===== src/rtl/ws2812_rx.sv =====
// WS2812 serial line receiver: decodes pulse-width bits into 24-bit GRB pixels.
// Also reports frame ends at the latch gap and flags malformed pulses.
module ws2812_rx #(
    parameter int unsigned ONE_MIN   = 29,
    parameter int unsigned HIGH_MIN  = 7,
    parameter int unsigned HIGH_MAX  = 72,
    parameter int unsigned RESET_CYC = 2400
) (
    input  logic        clk,
    input  logic        rst_n,
    input  logic        din,
    output logic [23:0] pixel_data,
    output logic        pixel_valid,
    output logic        frame_done,
    output logic [9:0]  frame_pixels,
    output logic        bit_err
);

    localparam logic [11:0] ResetLast = 12'(RESET_CYC - 1);
    localparam logic [11:0] HighLast  = 12'(HIGH_MAX - 1);
    localparam logic [11:0] OneMin    = 12'(ONE_MIN);
    localparam logic [11:0] HighMin   = 12'(HIGH_MIN);

    typedef enum logic [1:0] {StSync, StIdle, StHigh, StLow} state_e;

    state_e      state_q, state_d;
    logic [11:0] cnt_q, cnt_d;
    logic [22:0] shreg_q, shreg_d;
    logic [4:0]  bit_cnt_q, bit_cnt_d;
    logic [9:0]  pix_cnt_q, pix_cnt_d;
    logic [23:0] pixel_data_q, pixel_data_d;
    logic [9:0]  frame_pixels_q, frame_pixels_d;
    logic        pixel_valid_q, pixel_valid_d;
    logic        frame_done_q, frame_done_d;
    logic        bit_err_q, bit_err_d;

    logic        din_meta_q, din_s, din_prev_q;
    logic        rise, fall, bit_val;
    logic [23:0] word;

    assign rise    = din_s & ~din_prev_q;
    assign fall    = ~din_s & din_prev_q;
    assign bit_val = (cnt_q >= OneMin);
    assign word    = {shreg_q, bit_val};

    always_ff @(posedge clk or negedge rst_n) begin
        if (!rst_n) begin
            din_meta_q     <= 1'b0;
            din_s          <= 1'b0;
            din_prev_q     <= 1'b0;
            state_q        <= StSync;
            cnt_q          <= '0;
            shreg_q        <= '0;
            bit_cnt_q      <= '0;
            pix_cnt_q      <= '0;
            pixel_data_q   <= '0;
            frame_pixels_q <= '0;
            pixel_valid_q  <= 1'b0;
            frame_done_q   <= 1'b0;
            bit_err_q      <= 1'b0;
        end else begin
            din_meta_q     <= din;
            din_s          <= din_meta_q;
            din_prev_q     <= din_s;
            state_q        <= state_d;
            cnt_q          <= cnt_d;
            shreg_q        <= shreg_d;
            bit_cnt_q      <= bit_cnt_d;
            pix_cnt_q      <= pix_cnt_d;
            pixel_data_q   <= pixel_data_d;
            frame_pixels_q <= frame_pixels_d;
            pixel_valid_q  <= pixel_valid_d;
            frame_done_q   <= frame_done_d;
            bit_err_q      <= bit_err_d;
        end
    end

    always_comb begin
        state_d        = state_q;
        cnt_d          = cnt_q;
        shreg_d        = shreg_q;
        bit_cnt_d      = bit_cnt_q;
        pix_cnt_d      = pix_cnt_q;
        pixel_data_d   = pixel_data_q;
        frame_pixels_d = frame_pixels_q;
        pixel_valid_d  = 1'b0;
        frame_done_d   = 1'b0;
        bit_err_d      = 1'b0;

        unique case (state_q)
            StSync: begin
                bit_cnt_d = '0;
                pix_cnt_d = '0;
                if (din_s) begin
                    cnt_d = '0;
                end else if (cnt_q == ResetLast) begin
                    state_d = StIdle;
                    cnt_d   = '0;
                end else begin
                    cnt_d = cnt_q + 12'd1;
                end
            end
            // Level, not edge: a bit may start the cycle after a frame end.
            StIdle: begin
                if (din_s) begin
                    state_d = StHigh;
                    cnt_d   = 12'd1;
                end
            end
            StHigh: begin
                if (fall) begin
                    if (cnt_q < HighMin) begin
                        state_d   = StSync;
                        cnt_d     = '0;
                        bit_err_d = 1'b1;
                        bit_cnt_d = '0;
                        pix_cnt_d = '0;
                    end else begin
                        state_d = StLow;
                        cnt_d   = 12'd1;
                        if (bit_cnt_q == 5'd23) begin
                            pixel_data_d  = word;
                            pixel_valid_d = 1'b1;
                            bit_cnt_d     = '0;
                            pix_cnt_d     = (pix_cnt_q == 10'h3FF) ? pix_cnt_q
                                                                   : pix_cnt_q + 10'd1;
                        end else begin
                            shreg_d   = word[22:0];
                            bit_cnt_d = bit_cnt_q + 5'd1;
                        end
                    end
                end else if (cnt_q == HighLast) begin
                    state_d   = StSync;
                    cnt_d     = '0;
                    bit_err_d = 1'b1;
                    bit_cnt_d = '0;
                    pix_cnt_d = '0;
                end else begin
                    cnt_d = cnt_q + 12'd1;
                end
            end
            StLow: begin
                if (cnt_q == ResetLast) begin
                    state_d        = StIdle;
                    cnt_d          = '0;
                    frame_done_d   = 1'b1;
                    frame_pixels_d = pix_cnt_q;
                    bit_err_d      = (bit_cnt_q != 5'd0);
                    bit_cnt_d      = '0;
                    pix_cnt_d      = '0;
                end else if (rise) begin
                    state_d = StHigh;
                    cnt_d   = 12'd1;
                end else begin
                    cnt_d = cnt_q + 12'd1;
                end
            end
            default: state_d = StSync;
        endcase
    end

    assign pixel_data   = pixel_data_q;
    assign pixel_valid  = pixel_valid_q;
    assign frame_done   = frame_done_q;
    assign frame_pixels = frame_pixels_q;
    assign bit_err      = bit_err_q;

endmodule


===== config.mk =====
export PLATFORM = sky130hd
export DESIGN_NAME = ws2812_rx
export DESIGN_NICKNAME = d
export VERILOG_FILES = /design/src/rtl/ws2812_rx.sv
export SDC_FILE = /design/constraint.sdc
export NUM_CORES = 1
export LEC_CHECK = 0
export CAP_MARGIN = 20
export CORE_MARGIN = 1
export CORE_UTILIZATION = 51
export CTS_BUF_LIST = sky130_fd_sc_hd__clkbuf_16
export DETAILED_ROUTE_END_ITERATION = 10
export PLACE_DENSITY_LB_ADDON = 0.3
export RECOVER_POWER = 50
export SYNTH_ARGS = -nofsm -noshare
export SYNTH_HDL_FRONTEND = slang
export SYNTH_SLANG_ARGS = --single-unit

===== constraint.sdc =====
create_clock -name clk -period 2.1 [get_ports clk]
set_input_delay 0.21 -clock clk [delete_from_list [all_inputs] [get_ports clk]]
set_output_delay 0.21 -clock clk [all_outputs]
set_load 0.02 [all_outputs]

==> results of run 1 <==
## metal layers
layer  vias to the layer above  wire length (um)  global-route usage, %
met5                         -                 0                      0
met1                      1609              4370                   29.5
li1                       1396                 -                      -
met4                         0               245                   11.1
met2                       111              5360                   34.6
met3                        32               480                   4.61
## placed cells by master, fill, tap and decap left out, types with 9 or more instances in the layout
master            n
nor2_1           21
inv_1            10
nand2_1          16
mux2_2           33
mux2_4           22
clkbuf_16        12
nand3_1           9
clkdlybuf4s50_1  37
buf_4            46
dfrtp_1          92
## power groups by stage
stage | clock network (mW) | registers, mW | logic [mW]
6_report | 1.56 | 1.79 | 0.0959
4_1_cts | 1.58 | 1.79 | 0.0951
5_1_grt | 1.65 | 1.79 | 0.109
2_1_floorplan | 0 | 1.82 | 0.0298
3_3_place_gp | 0 | 1.82 | 0.0842
3_5_place_dp | 0 | 1.82 | 0.0877
## final cells by class
class / instances / area, um^2
flip-flops and latches: 92 / 2300
well taps: 102 / 128
repair buffers: 99 / 953
clock inverters: 7 / 61.3
fillers: 471 / 2010
multi-input cells: 217 / 2010
clock buffers: 9 / 225
inverters: 10 / 37.5
## metrics by stage
step / total power [mW] / TNS [ps] / worst slack, ps / hold WS (ps)
5_1_grt: 3.55 / -6540 / -134 / 358
4_1_cts: 3.46 / -1320 / -61.8 / 306
2_1_floorplan: 1.85 / -211 / -55.8 / -85.6
6_report: 3.44 / -3400 / -101 / 350
3_3_place_gp: 1.90 / -1400 / -90.5 / 134
3_5_place_dp: 1.91 / -3100 / -140 / 138
## critical path, cell delays in order, from the launching register on
cell,delay (ps)
dfrtp_1,400
or4_4,580
buf_4,170
o31ai_4,360
buf_4,190
o211a_4,180
buf_4,140
a21oi_2,50
## cells by family (layout without fill, tap and decap cells)
| group | count (synthesis) | in the layout |
|---|---|---|
| flops | 92 | 92 |
| simple gates | 94 | 94 |
| mux | 57 | 57 |
| fa+ha+maj | 7 | 7 |
| buf+inv | 26 | 125 |
| compound gates | 46 | 49 |
| xor+xnor | 10 | 10 |
## what timing repair did
item,in CTS,in global routing
gates cloned,1,6
gates resized for setup,11,55
setup buffers,5,9
hold endpoints to repair,24,0
pin swaps,1,23
hold buffers,1,0
setup endpoints to repair,54,69
## sequential cells by signal, summed over array words and instances, names as in the netlist, 2 cells and up
name,count
cnt_q,12
state_q,2
frame_pixels,10
shreg_q,23
pix_cnt_q,10
pixel_data,24
bit_cnt_q,5
## worst min-delay path by stage
stage | startpoint | to | slack, ps | cells after the start
after detailed placement | rst_n | pixel_valid | 140 | 1
after floorplan | rst_n | bit_cnt_q[0] | -90 | 0
after global placement | rst_n | pixel_valid | 130 | 1
final | din_meta_q | din_s | 350 | 0
after global routing | din_meta_q | din_s | 360 | 0
after CTS | din | din_meta_q | 310 | 1
==> summary.md, run 1 <==
| Metric | Value |
|---|---|
| Leading post-synthesis cells by instance count | 92 x dfrtp_1, 55 x mux2_2, 23 x nor2_1 |
| Combinational cell fraction of total power | 2.8% |
| Overall fraction of global-route tracks in use | 22.2% |
| Number of clock buffers inserted by TritonCTS | 9 |
| Net Count, Synth | 341 |
| Leakage power | 2.65 nW |
| Weighted congestion at the end of routability-driven global placement | 0.846 |
| Switch share | 23.6% |
| Count of pins over their slew limit | 0 |
| Clock root buffer master | clkbuf_16 |
| Unrepaired setup endpoints after global routing | true |
| Portion of synthesized cell area occupied by the leading cell type | 56.2% |
| Crit path launch | cnt_q[4] |
| Post-synthesis register bit count | 92 |
| DR pass1 iterations | 5 |
| Dominant cell by count in the synthesized netlist | dfrtp_1 |
| Data arrival time of the critical path | 2420 ps |
| Post-layout min period | 2200 ps |
| Final cycle utilization of the critical path | 105% |
| CTS tree | built |
| Worst hold-check path type | reg2reg |
| I/O pin cnt | 40 |
| Highest clock frequency the design can meet | 454 MHz |
| Final wirelength | 10.5 mm |
| Synthesis-to-layout area growth | 39.5% |
| Setup violations, final | 53 |
| Final worst-path setup slack | -101 ps |
| Net count reported at finish | 438 |
| Insertion delay to the later sink of the worst-skew pair | 340 ps |
| Area contributors post-synth | dfrtp_1 56%, mux2_2 15%, nor2_1 2.1% |
| Synthesized area divided by synthesized cell count | 12.3 um^2 |
| Area of the mapped netlist | 0.00409 mm^2 |
| Global-route congestion overflow total | 0 |
| Reg-to-reg endpoint | pix_cnt_q[2] |
| Die extent in y | 91.6 um |
| Part of the total power dissipated in the clock network | 45.3% |
| Net switching power of the design | 0.813 mW |
| Antenna viol nets, final | 0 |
| Ratio of cells with drive above 1 in the final layout | 39.2% |
| Simple-gate share of the synthesized area | 12.4% |
| Largest fanout of any net on the critical path | 4 |
| Required time worst endpoint | 2310 ps |
| Post-Synthesis Cells | 332 |
| Number of antenna violations at the first check in global routing | 0 |
| First-pass GRT wire length | 14.5 mm |
| R2r startpoint | cnt_q[4] |
| Xor/xnor share of the synthesized area | 2.14% |
| Last element of the critical path | pix_cnt_q[2] |
| Drt first-iter violations | 220 |
| Cell area after layout | 0.00571 mm^2 |
| Area fraction in compound gates after synthesis | 8.50% |
| Synth warnings | 0 |
| Register-to-Register Setup Slack | -100 ps |
| Dominant combinational cell family by area after synthesis | multiplexers |
| Final Hold Violating Endpoints | 0 |
| Crit start category | flop |
| Maximum number of pins on one net before global-route repair | 44 |
| Sequential-to-total area share from yosys stat | 56.2% |
| Floorplan die area | 0.00839 mm^2 |
| Placed wire-length estimate | 5.39 mm |
| Final routed wire length divided by cell count | 19.5 um |
| Vias per cell | 5.87 |
| Flop pwr share | 51.9% |
| Number of diodes | 0 |
| P per Cell Area | 602 mW/mm^2 |
| Num Clock Sinks | 92 |
| Number of global-route vias before repair | 3034 |
| Post-route insts no fill | 536 |
| Starting density of the core | 53.0% |
| Core area | 0.00773 mm^2 |
| Worst-case reg-to-reg path depth | 7 |
| Top cell type by total area after synthesis | dfrtp_1 |
| Buffers from clock root to sink, at most | 2 |
| Worst Clk Skew | 5.92 ps |
| End-of-flow core utilization | 73.9% |
| Commonest register cell after synthesis | dfrtp_1 |
| Crit end category | flop |
| Actual transition at the worst max-transition pin | 1390 ps |
| Worst Path Class, Setup | reg2reg |
| Status | complete, but fails checks |
| Share of synthesized flip-flops with an asynchronous set or reset | 100% |
| Synthesized-area fraction occupied by adder cells | 2.08% |
| Horiz. Die Dim | 91.6 um |
| Port buffer count | 39 |
| Count of flip-flops with a built-in enable after synthesis | 0 |
| Post-route DRC violation count | 0 |
| Total via count in the routed design | 3148 |
| Worst IR drop on VDD | 0.501 mV |
| Placed instance area | 0.00493 mm^2 |
| Worst relative slew slack | 7.06% |
| Fraction of synthesized area in multiplexers | 15.6% |
| Placed insts | 499 |
| Number of distinct standard cells referenced by the synthesized netlist | 49 |
| Cell row count | 32 |
| CTS HTree Levels | 3 |
| CTS clk-pin slew, worst paths | 70 ps |
| Max capacitance violation total | 0 |
| P_int | 2.63 mW |
| Violated checks | setup timing |
Note: power is estimated with default switching activity, not from simulation.
==> inputs of run 2 (changes only) <==
- CAP_MARGIN: 20 -> unset
==> results of run 2 <==
No change in the layout: final DEF, timing and power equal those of run 1.
